--- config.mk ---
export PLATFORM = sky130hd
export DESIGN_NAME = imem_loader
export DESIGN_NICKNAME = d
export VERILOG_FILES = /design/src/rtl/loader_pkg.sv /design/src/rtl/imem_loader.sv
export SDC_FILE = /design/constraint.sdc
export NUM_CORES = 1
export LEC_CHECK = 0
export BUFFER_PORTS_ARGS = -buffer_cell sky130_fd_sc_hd__buf_2
export CAP_MARGIN = 15
export CORE_MARGIN = 2
export CORE_UTILIZATION = 45
export DETAILED_ROUTE_END_ITERATION = 10
export PLACE_DENSITY = 0.73
export SETUP_SLACK_MARGIN = 0.02
export SLEW_MARGIN = 5
export SYNTH_ARGS = -nofsm -noshare
export SYNTH_HDL_FRONTEND = slang
export SYNTH_SLANG_ARGS = --single-unit
--- constraint.sdc ---
create_clock -name clk -period 2.6 [get_ports clk]
set_clock_uncertainty 0.1 [all_clocks]
set_input_delay 0.13 -clock clk [delete_from_list [all_inputs] [get_ports clk]]
set_output_delay 0.13 -clock clk [all_outputs]
set_load 0.01 [all_outputs]
--- src/rtl/loader_pkg.sv ---
// rtl/loader_pkg.sv - shared state encoding and frame marker for the IMEM loader
package loader_pkg;

    typedef enum logic [2:0] {
        IDLE,
        LEN0,
        LEN1,
        DATA,
        WRITE,
        CSUM,
        DONE,
        ERR
    } state_t;

    localparam logic [7:0] SYNC_BYTE_DEFAULT = 8'hA5;

endpackage

--- src/rtl/imem_loader.sv ---
// rtl/imem_loader.sv - UART byte-stream frame loader that writes words into IMEM
module imem_loader
    import loader_pkg::*;
#(
    parameter int         DWIDTH    = 32,
    parameter int         AWIDTH    = 10,
    parameter logic [7:0] SYNC_BYTE = SYNC_BYTE_DEFAULT
) (
    input  logic              clk,
    input  logic              rst,
    input  logic [7:0]        rx_data,
    input  logic              rx_valid,
    output logic              rx_ready,
    output logic              imem_we,
    output logic [AWIDTH-1:0] imem_addr,
    output logic [DWIDTH-1:0] imem_din,
    output logic              cpu_hold,
    output logic              load_done,
    output logic              load_err
);

    localparam int          CNT_W = AWIDTH + 1;
    localparam logic [16:0] MAX_N = 17'(1) << AWIDTH;

    state_t            state;
    logic [7:0]        len_lo;
    logic [15:0]       n_words;
    logic [15:0]       n_next;
    logic [CNT_W-1:0]  word_idx;
    logic [CNT_W-1:0]  idx_next;
    logic [1:0]        byte_cnt;
    logic [7:0]        csum;
    logic [DWIDTH-1:0] word_buf;
    logic [DWIDTH-1:0] word_next;
    logic              accept;

    assign accept   = rx_valid && rx_ready;
    assign n_next   = {rx_data, len_lo};
    assign idx_next = word_idx + CNT_W'(1);

    // Word as it will look once the current byte lands in its little-endian lane.
    always_comb begin
        word_next = word_buf;
        word_next[{byte_cnt, 3'b000} +: 8] = rx_data;
    end

    always_ff @(posedge clk) begin
        if (rst) begin
            state     <= IDLE;
            len_lo    <= '0;
            n_words   <= '0;
            word_idx  <= '0;
            byte_cnt  <= '0;
            csum      <= '0;
            word_buf  <= '0;
            rx_ready  <= 1'b1;
            imem_we   <= 1'b0;
            imem_addr <= '0;
            imem_din  <= '0;
            cpu_hold  <= 1'b0;
            load_done <= 1'b0;
            load_err  <= 1'b0;
        end else begin
            imem_we   <= 1'b0;
            load_done <= 1'b0;
            load_err  <= 1'b0;
            case (state)
                IDLE: begin
                    if (accept && rx_data == SYNC_BYTE) begin
                        state    <= LEN0;
                        cpu_hold <= 1'b1;
                    end
                end
                LEN0: begin
                    if (accept) begin
                        len_lo <= rx_data;
                        state  <= LEN1;
                    end
                end
                LEN1: begin
                    if (accept) begin
                        n_words  <= n_next;
                        word_idx <= '0;
                        byte_cnt <= '0;
                        csum     <= '0;
                        if (n_next == 16'd0 || {1'b0, n_next} > MAX_N) begin
                            state    <= ERR;
                            rx_ready <= 1'b0;
                            load_err <= 1'b1;
                        end else begin
                            state <= DATA;
                        end
                    end
                end
                DATA: begin
                    if (accept) begin
                        word_buf <= word_next;
                        csum     <= csum + rx_data;
                        byte_cnt <= byte_cnt + 2'd1;
                        // Outputs are registered, so the write strobe is set up here for the WRITE cycle.
                        if (byte_cnt == 2'd3) begin
                            state     <= WRITE;
                            rx_ready  <= 1'b0;
                            imem_we   <= 1'b1;
                            imem_addr <= word_idx[AWIDTH-1:0];
                            imem_din  <= word_next;
                        end
                    end
                end
                WRITE: begin
                    word_idx <= idx_next;
                    rx_ready <= 1'b1;
                    state    <= (17'(idx_next) < 17'(n_words)) ? DATA : CSUM;
                end
                CSUM: begin
                    if (accept) begin
                        rx_ready <= 1'b0;
                        if (rx_data == csum) begin
                            state     <= DONE;
                            load_done <= 1'b1;
                        end else begin
                            state    <= ERR;
                            load_err <= 1'b1;
                        end
                    end
                end
                DONE, ERR: begin
                    state    <= IDLE;
                    cpu_hold <= 1'b0;
                    rx_ready <= 1'b1;
                end
                default: begin
                    state    <= IDLE;
                    cpu_hold <= 1'b0;
                    rx_ready <= 1'b1;
                end
            endcase
        end
    end

endmodule

Word-level counts from Yosys, hierarchy flattened
Cells that the tools add are included.
- output and inout bits: 47
- flip-flop bits (word level): 127
- bits of input ports: 11
- word-level logic and storage cells: 98
- shifts and indexed selects: 2
- multiplexer cells: 34
- magnitude comparators: 2
- equality and inequality tests: 17
- add/subtract/negate cells: 4
- bitwise operators: 3
- reductions and logical operators: 22
- operators with widths (operator ; number):
    bitwise mux 32 bit ; 1
    variable shift 8 x 7 -> 32 bit (first input constant) ; 1
    indexed part select 8 x 7 -> 32 bit ; 1
    two-way mux 3 bit ; 8
    one-hot mux 11 bit (2 select lines) ; 1
    one-hot mux 3 bit (7 select lines) ; 1
    > comparator 16 x 11 -> 1 bit (second input constant) ; 1
    logical NOT 16 bit ; 1
    < comparator 11 x 16 -> 1 bit ; 1
    two-way mux 8 bit ; 2
    one-hot mux 8 bit (2 select lines) ; 1
    != test 2 bit (second input constant) ; 7
    two-way mux 1 bit ; 13
    == test 3 bit (second input constant) ; 4
    AND reduction 6 bit ; 2
    adder 11 x 1 -> 11 bit (second input constant) ; 1
    two-way mux 11 bit ; 1
    AND reduction 2 bit ; 5
    OR reduction 3 bit ; 3
    adder 8 bit ; 1
    == test 8 bit ; 1
    == test 8 bit (second input constant) ; 1
    negation 5 -> 7 bit ; 1
    == test 3 x 2 -> 1 bit (second input constant) ; 2
    15 further kinds ; 23

Logic depth before layout (Yosys ltp)
Gate-level depths: netlist of the first run.
- depth in word-level cells: 5
- mapped depth: 11
- depth with buffers taken out: 11

Least setup slack after synthesis of the first run
No wires, ideal clock.
- path type: register to register
- start point: reg word_idx[0]
- end point: reg state[2]
- data required time: 2.365 ns
- path buffers: 0
- arrival: 2.158 ns
- setup time: 0.135 ns
- stages on the path, launching flop included: 11
- slack: 0.208 ns
- cell sequence: dfxtp_1 ha_1 nand3_2 nor3_1 xor2_1 ha_1 a211oi_1 o211ai_1 a21oi_1 o211ai_1 nor4b_1
- cells in the longest elaborated chain, start to end: 4
- ends and longest elaborated chain (item ; line ; RTL):
    start: declaration ; imem_loader.sv:29 ; logic [CNT_W-1:0] word_idx;
    start signal: assignment ; imem_loader.sv:111 ; word_idx <= idx_next;
    adder 11 x 1 -> 11 bit ; imem_loader.sv:39 ; assign idx_next = word_idx + CNT_W'(1);
    < comparator 11 x 16 -> 1 bit ; imem_loader.sv:113 ; state <= (17'(idx_next) < 17'(n_words)) ? DATA : CSUM;
    two-way mux 3 bit ; imem_loader.sv:113 ;
    one-hot mux 3 bit (7 select lines) ; imem_loader.sv:67 ; case (state)
    end signal: assignment ; imem_loader.sv:113 ;
    end: declaration ; imem_loader.sv:25 ; state_t state;
Every way passes these cells.
A chain may end at the register's enable or synchronous reset.

Final worst setup path of the first run
Same ends and word-level chain as after synthesis.

==> run_results.csv, run 1 <==
group,metric,value,unit
route,post_drt_wl_per_cell,14.7,um
grt,overflow,0,
die,fp.dieArea,14500,sq um
pwr,p_leak,0.00267,uW
placement,dpl_cell_area,6550,sq um
clock_network,tritoncts,"built",
pwr,report.power.total,4490,uW
pwr,power_density,626,nW/um^2
pwr,combPwrFrac,0.035,
die,core_area,13200,sq um
layout,fillers,1237,
clock_network,cts_setup_buffers,0,
synthesis,synthDistinctLibCells,61,
grt,grt_pass1_wl,23.1,mm
synthesis,synth_warnings,0,
worst_setup_path,crit_fanout,6,
route,firstDrtPassIters,6,
synthesis,synth_area_leader_cell,"dfxtp_1",
layout,nets,800,
sta,setup_viol,0,
synthesis,synth_cells,714,
worst_setup_path,critPathLaunchType,"register",
route,antenna_left,0,
synthesis,synth.most_common_cell,"dfxtp_1",
sta,rsz0062_at_grt,"false",
clock_network,cts_sinks,127,
job,timing.max_cap.violations,0,
placement,portBuffers,57,
synthesis,ys_async_sr_fraction,0,
sta,finalCriticalPeriod,2.39,ns
synthesis,synth_nets,750,
pwr,pwr-share-clk,0.529,
synthesis,synth_area_per_cell,8.52,sq um
synthesis,synthTopCellsByArea,"dfxtp_1, nor2_1, a21oi_1, a211oi_1, ha_1",
die,initial_utilization,0.459,
die,die_y,120,um
route,wl,14.0,mm
worst_setup_path,crit_arrival,2.56,ns
clock_network,cts_buffers,17,
route,drcViolationCount,0,
sta,fin_crit_sh,0.919,
die,ios,58,
pwr,swShare,0.206,
placement,hpwl,9.25,mm
layout,fin_util,0.542,
worst_setup_path,cp-end-kind,"register",
synthesis,ys.flop_type,"dfxtp_1",
pwr,p_seq_frac,0.436,
route,num_vias,5145,
grt,first_global_vias,4672,
grt,grt_max_degree,73,
worst_setup_path,path_class,"register to register",
route,drt_iter0_markers,483,
synthesis,synth-seq-cells,127,
route,via_per_inst,5.41,
synthesis,yosysTopAreaCellShare,0.418,
pwr,vdd_drop_max,0.502,mV
clock_network,cts-htree-levels,4,
clock_network,clkSlewWorstSetupHoldPaths,0.06,ns
outcome,outcome,"finished, final reports clean",
pwr,cell_internal_pwr,3570,uW
clock_network,insertion_delay,0.41,ns
layout,area_delta_synth_final,18.0,%
clock_network,clockRootBuffer,"clkbuf_16",
pwr,switchingPower,925,uW
die,fp-row-count,42,
sta,tns,0,ns
synthesis,synth-edff-count,0,
grt,grt_usage,0.200,
grt,antenna_found_initial,0,
sta,finalHoldViolCount,0,
worst_setup_path,cp_data_required_time,2.77,ns
clock_network,cts.path.max_buffers,2,
hold_path,hp-class,"input pin to register",
sta,max_freq,0.418,GHz
layout,antenna_cells,0,
synthesis,synth-seq-area-share,0.418,
sta,slew_headroom,0.458,
synthesis,synthTopCellsByCount,"dfxtp_1, nor2_1, a21oi_1",
layout,drive_above_1_share,0.192,
placement,gp_congestion,0.833,
synthesis,synth_area,6080,sq um
sta,worst_pin_slew,0.813,ns
sta,slew_viol_final,0,
layout,fin_area,7180,sq um
die,die_w,120,um
-- through the flow --
stage	std cells	hold slack (ns)	setup slack (ns)
2_1_floorplan	714	0.166	0.208
3_3_place_gp	919	0.341	0.107
3_5_place_dp	919	0.346	0.0359
4_1_cts	950	0.000816	0.119
5_1_grt	951	0.0199	0.0684
6_report	951	0.0106	0.210
-- cells in the final DEF (no fill, tap or decap), types with 5 or more instances in the layout --
cell type  instances
nand3_1           12
buf_4             22
o21ai_0           11
a211oi_1          49
buf_2             56
dfxtp_1          124
mux2i_1            9
nor4_1             6
nor2b_1           35
ha_1              23
a21oi_1           79
nor2_1           121
clkbuf_16         17
a211oi_2          20
xnor2_1            8
xor2_1             5
a21o_1             5
o21ai_1            7
nor3_1             5
nand2_1           58
or3_1              5
nand4_1            6
inv_1             15
-- layout make-up --
cell class	instances	area, sq um	area share
clock buffers	24	482	0.0671
clock inverters	6	108	0.0150
inverters	16	60.1	0.00837
multi-input cells	520	3260	0.454
flip-flops and latches	127	2550	0.355
well taps	176	220	0.0307
repair buffers	82	505	0.0704
-- worst paths after layout --
kind                                endpoint  slack (ns)         start  depth (start not counted)
worst min-delay path                load_err        0.01      rx_valid                          3
worst min register to register  imem_addr[6]        0.35  imem_addr[6]                          2
worst max register to register      state[2]        0.21   word_idx[0]                         10
worst max-delay path                state[2]        0.21   word_idx[0]                         10
-- registers in the layout (all words and copies together) (netlist names), 2 cells and up --
signal	cells
word_idx	11
n_words	16
len_lo	8
word_buf	32
byte_cnt	2
state	3
imem_din	32
csum	8
imem_addr	10
-- cell families after synthesis --
| family | Yosys count | synth area share |
|---|---|---|
| adders and majority gates | 25 | 0.0527 |
| AOI/OAI and AO/OA | 197 | 0.223 |
| muxes | 9 | 0.0148 |
| xor gates and xnor gates | 13 | 0.0187 |
| and+or+nand+nor | 276 | 0.222 |
| DFF | 127 | 0.418 |
| buffers and inverters | 67 | 0.0514 |
-- critical path: stages, from the launching register on --
cell	delay [ns]
dfxtp_1	0.34
buf_4	0.14
and2_1	0.16
and2_1	0.20
xor2_1	0.22
ha_1	0.28
a211oi_1	0.22
o211ai_1	0.13
a21oi_1	0.18
o211ai_1	0.10
nor4b_2	0.17
-- routing by layer --
metal / GRT usage / wire [um] / vias up
met5: 0 / 0 / -
met4: 0.0632 / 166 / 0
met3: 0.0410 / 645 / 13
met2: 0.325 / 6520 / 147
met1: 0.267 / 6640 / 2366
li1: - / - / 2619
-- power groups by stage --
| stage | Clock, uW | Combinational [uW] | Sequential [uW] |
|---|---|---|---|
| global placement | 0 | 154 | 2000 |
| detailed placement | 0 | 154 | 2000 |
| CTS | 2400 | 156 | 1960 |
| floorplan | 0 | 101 | 2000 |
| finish | 2380 | 158 | 1960 |
| global route | 2500 | 171 | 1960 |
-- repair_timing --
| item | 4_1_cts | 5_1_grt |
|---|---|---|
| hold buffers | 1 | 1 |
| endpoints found under the hold margin | 1 | 1 |
| resized for setup | 1 | 6 |
| setup endpoints to repair | 2 | 2 |
Power figures use the tool's default switching activity.
==> run 2, diff against run 1 <==
- ABC_AREA: not set -> 1
- PLACE_DENSITY: 0.73 -> 0.74
==> run_results.csv, run 2 <==
group,metric,value,unit
worst_setup_path,reg2reg_to,"state[2]",
worst_setup_path,crit_path_end,"state[2]",
sta,finalCriticalPeriod,2.42,ns
die,die_w,117,um
pwr,p_leak,0.00307,uW
worst_setup_path,crit_arrival,2.68,ns
die,initial_utilization,0.460,
synthesis,synthDistinctLibCells,35,
synthesis,synth-seq-cells,127,
layout,stdcell_count,998,
route,antenna_left,0,
layout,fin_area,6990,sq um
layout,mostFrequentLayoutCells,"a21oi_1, dfxtp_1, o21ai_0",
layout,antenna_cells,0,
worst_setup_path,crit_fanout,3,
sta,hold_slack,0.0572,ns
synthesis,synthTopCellsByArea,"dfxtp_1, a21oi_1, o21ai_0, nand2_1, ha_1",
sta,slew_viol_final,0,
placement,hpwl,9.43,mm
layout,fillers,1151,
clock_network,tritoncts,"built",
clock_network,cts_buffers,17,
clock_network,cts_sinks,127,
synthesis,synth.most_common_cell,"dfxtp_1",
grt,overflow,0,
synthesis,synth_warnings,0,
worst_setup_path,rr_startpoint,"word_idx[5]",
grt,grt_usage,0.210,
route,num_vias,5293,
clock_network,cts.path.max_buffers,2,
layout,drive_above_1_share,0.180,
clock_network,cts-htree-levels,4,
die,core_area,12600,sq um
synthesis,yosysTopAreaCellShare,0.440,
layout,final_common_cell,"a21oi_1",
synthesis,synth_area,5780,sq um
sta,worst_pin_slew,0.602,ns
clock_network,clockRootBuffer,"clkbuf_16",
sta,tns,0,ns
grt,first_global_vias,4891,
grt,antenna_found_initial,0,
layout,reg_top3,"imem_din x32, word_buf x32, n_words x16",
route,post_drt_wl_per_cell,14.4,um
synthesis,ys_async_sr_fraction,0,
sta,max_freq,0.413,GHz
sta,finalHoldViolCount,0,
hold_path,hold_path_depth,3,
worst_setup_path,critPathLaunchType,"register",
worst_setup_path,crit_start,"word_idx[5]",
route,drcViolationCount,0,
sta,slew_headroom,0.598,
route,via_per_inst,5.30,
clock_network,clkSlewWorstSetupHoldPaths,0.06,ns
worst_setup_path,cp-end-kind,"register",
die,fp.dieArea,13800,sq um
pwr,vdd_drop_max,0.492,mV
placement,dpl_cell_area,6240,sq um
die,fp-row-count,41,
layout,nets,849,
synthesis,synth-seq-area-share,0.440,
hold_path,hp-class,"input pin to register",
synthesis,synth_area_per_cell,7.66,sq um
die,ios,58,
synthesis,synth_cells,755,
job,timing.max_cap.violations,0,
worst_setup_path,path_class,"register to register",
clock_network,insertion_delay,0.42,ns
sta,setup_ws,0.179,ns
placement,gp_congestion,0.870,
placement,dp.cells,962,
synthesis,synthTopCellsByCount,"dfxtp_1, a21oi_1, o21ai_0",
grt,grt_pass1_wl,23.7,mm
route,drt_iter0_markers,416,
placement,pre_cts_ws,0.164,ns
pwr,power_density,807,nW/um^2
synthesis,ys.flop_type,"dfxtp_1",
outcome,outcome,"finished, final reports clean",
worst_setup_path,cp_data_required_time,2.85,ns
layout,area_delta_synth_final,20.9,%
synthesis,synth_nets,791,
sta,setup_viol,0,
synthesis,synth_area_leader_cell,"dfxtp_1",
grt,grt_max_degree,70,
route,firstDrtPassIters,5,
route,wl,14.4,mm
sta,fin_crit_sh,0.931,
worst_setup_path,reg2reg_slack,0.18,ns
placement,portBuffers,57,
die,die_y,117,um
synthesis,synth-edff-count,0,
worst_setup_path,r2r_cells,16,
==> run 2: changes by cell type in the layout (fill, tap and decap cells not counted), sizes merged, moves of 9 or more <==
cell    delta
a21oi     +44
inv       +57
nand2     +37
mux2i      -9
nand3     +16
a22oi     +17
a211oi    -66
o21ai     +88
nor2      -54
nor2b     -35
==> run 2: cells by family after synthesis <==
kind of cell | Yosys count | synth area share
AO/OA/AOI/OAI | 258 | 0.243
AND/OR/NAND/NOR | 227 | 0.174
flip-flops | 127 | 0.440
buffers and inverters | 110 | 0.0758
adder cells (fa/ha/maj) | 25 | 0.0554
XOR/XNOR | 8 | 0.0121
==> run 2: what timing repair did <==
action,4_1_cts,5_1_grt
resized for setup,0,19
hold endpoints to repair,10,0
endpoints found under the setup margin,0,2
setup buffers,0,3
hold buffers,1,0
==> run 2: metrics by stage <==
step	utilization	power [uW]
finish	0.556	5640
detailed placement	0.497	3090
global route	0.556	5900
CTS	0.549	5640
global placement	0.497	3070
floorplan	-	2860
==> run 2: layer usage <==
metal,routed length [um],GRT usage,vias to the layer above
met5,0,0,-
met4,246,0.0851,0
met3,803,0.0486,22
met2,6640,0.322,173
met1,6710,0.285,2419
li1,-,-,2679
==> run 2: worst max-delay path, stage by stage (launching register included) <==
cell and delay [ns]:
dfxtp_2 0.32, inv_1 0.09, nor4_2 0.27, buf_4 0.16, nand3_2 0.10, nand2_2 0.09
inv_1 0.04, or2_4 0.23, ha_4 0.27, inv_1 0.04, o21bai_1 0.13, nand4_1 0.14
nand2_1 0.08, nand2_1 0.05, nand2_1 0.06, nand2_1 0.06, a21oi_2 0.13
==> run 2: power breakdown <==
part           total (uW)  internal, uW  switching (uW)  leakage, uW
Sequential           2200          2100             108      0.00103
Clock                2560          1660             901     0.000302
Combinational         880           301             579      0.00174
Total                5640          4050            1590      0.00307
==> run 2: area by class of cell <==
cell class,count,area [sq um],area share
multi-input combinational,518,2870,0.410
sequential,127,2550,0.365
tap,172,215,0.0308
clock buffer,19,453,0.0648
timing repair buffer,76,443,0.0634
inverter,73,277,0.0396
clock inverter,13,186,0.0267
==> run 2: worst min-delay path by stage <==
stage                     from     endpoint  slack, ns
floorplan           rx_data[1]    len_lo[1]       0.21
CTS                 rx_data[1]   n_words[9]       0.03
global route        rx_data[7]  n_words[15]       0.06
detailed placement  n_words[5]   n_words[5]       0.36
finish              rx_data[1]   n_words[9]       0.06
global placement    n_words[1]   n_words[1]       0.35
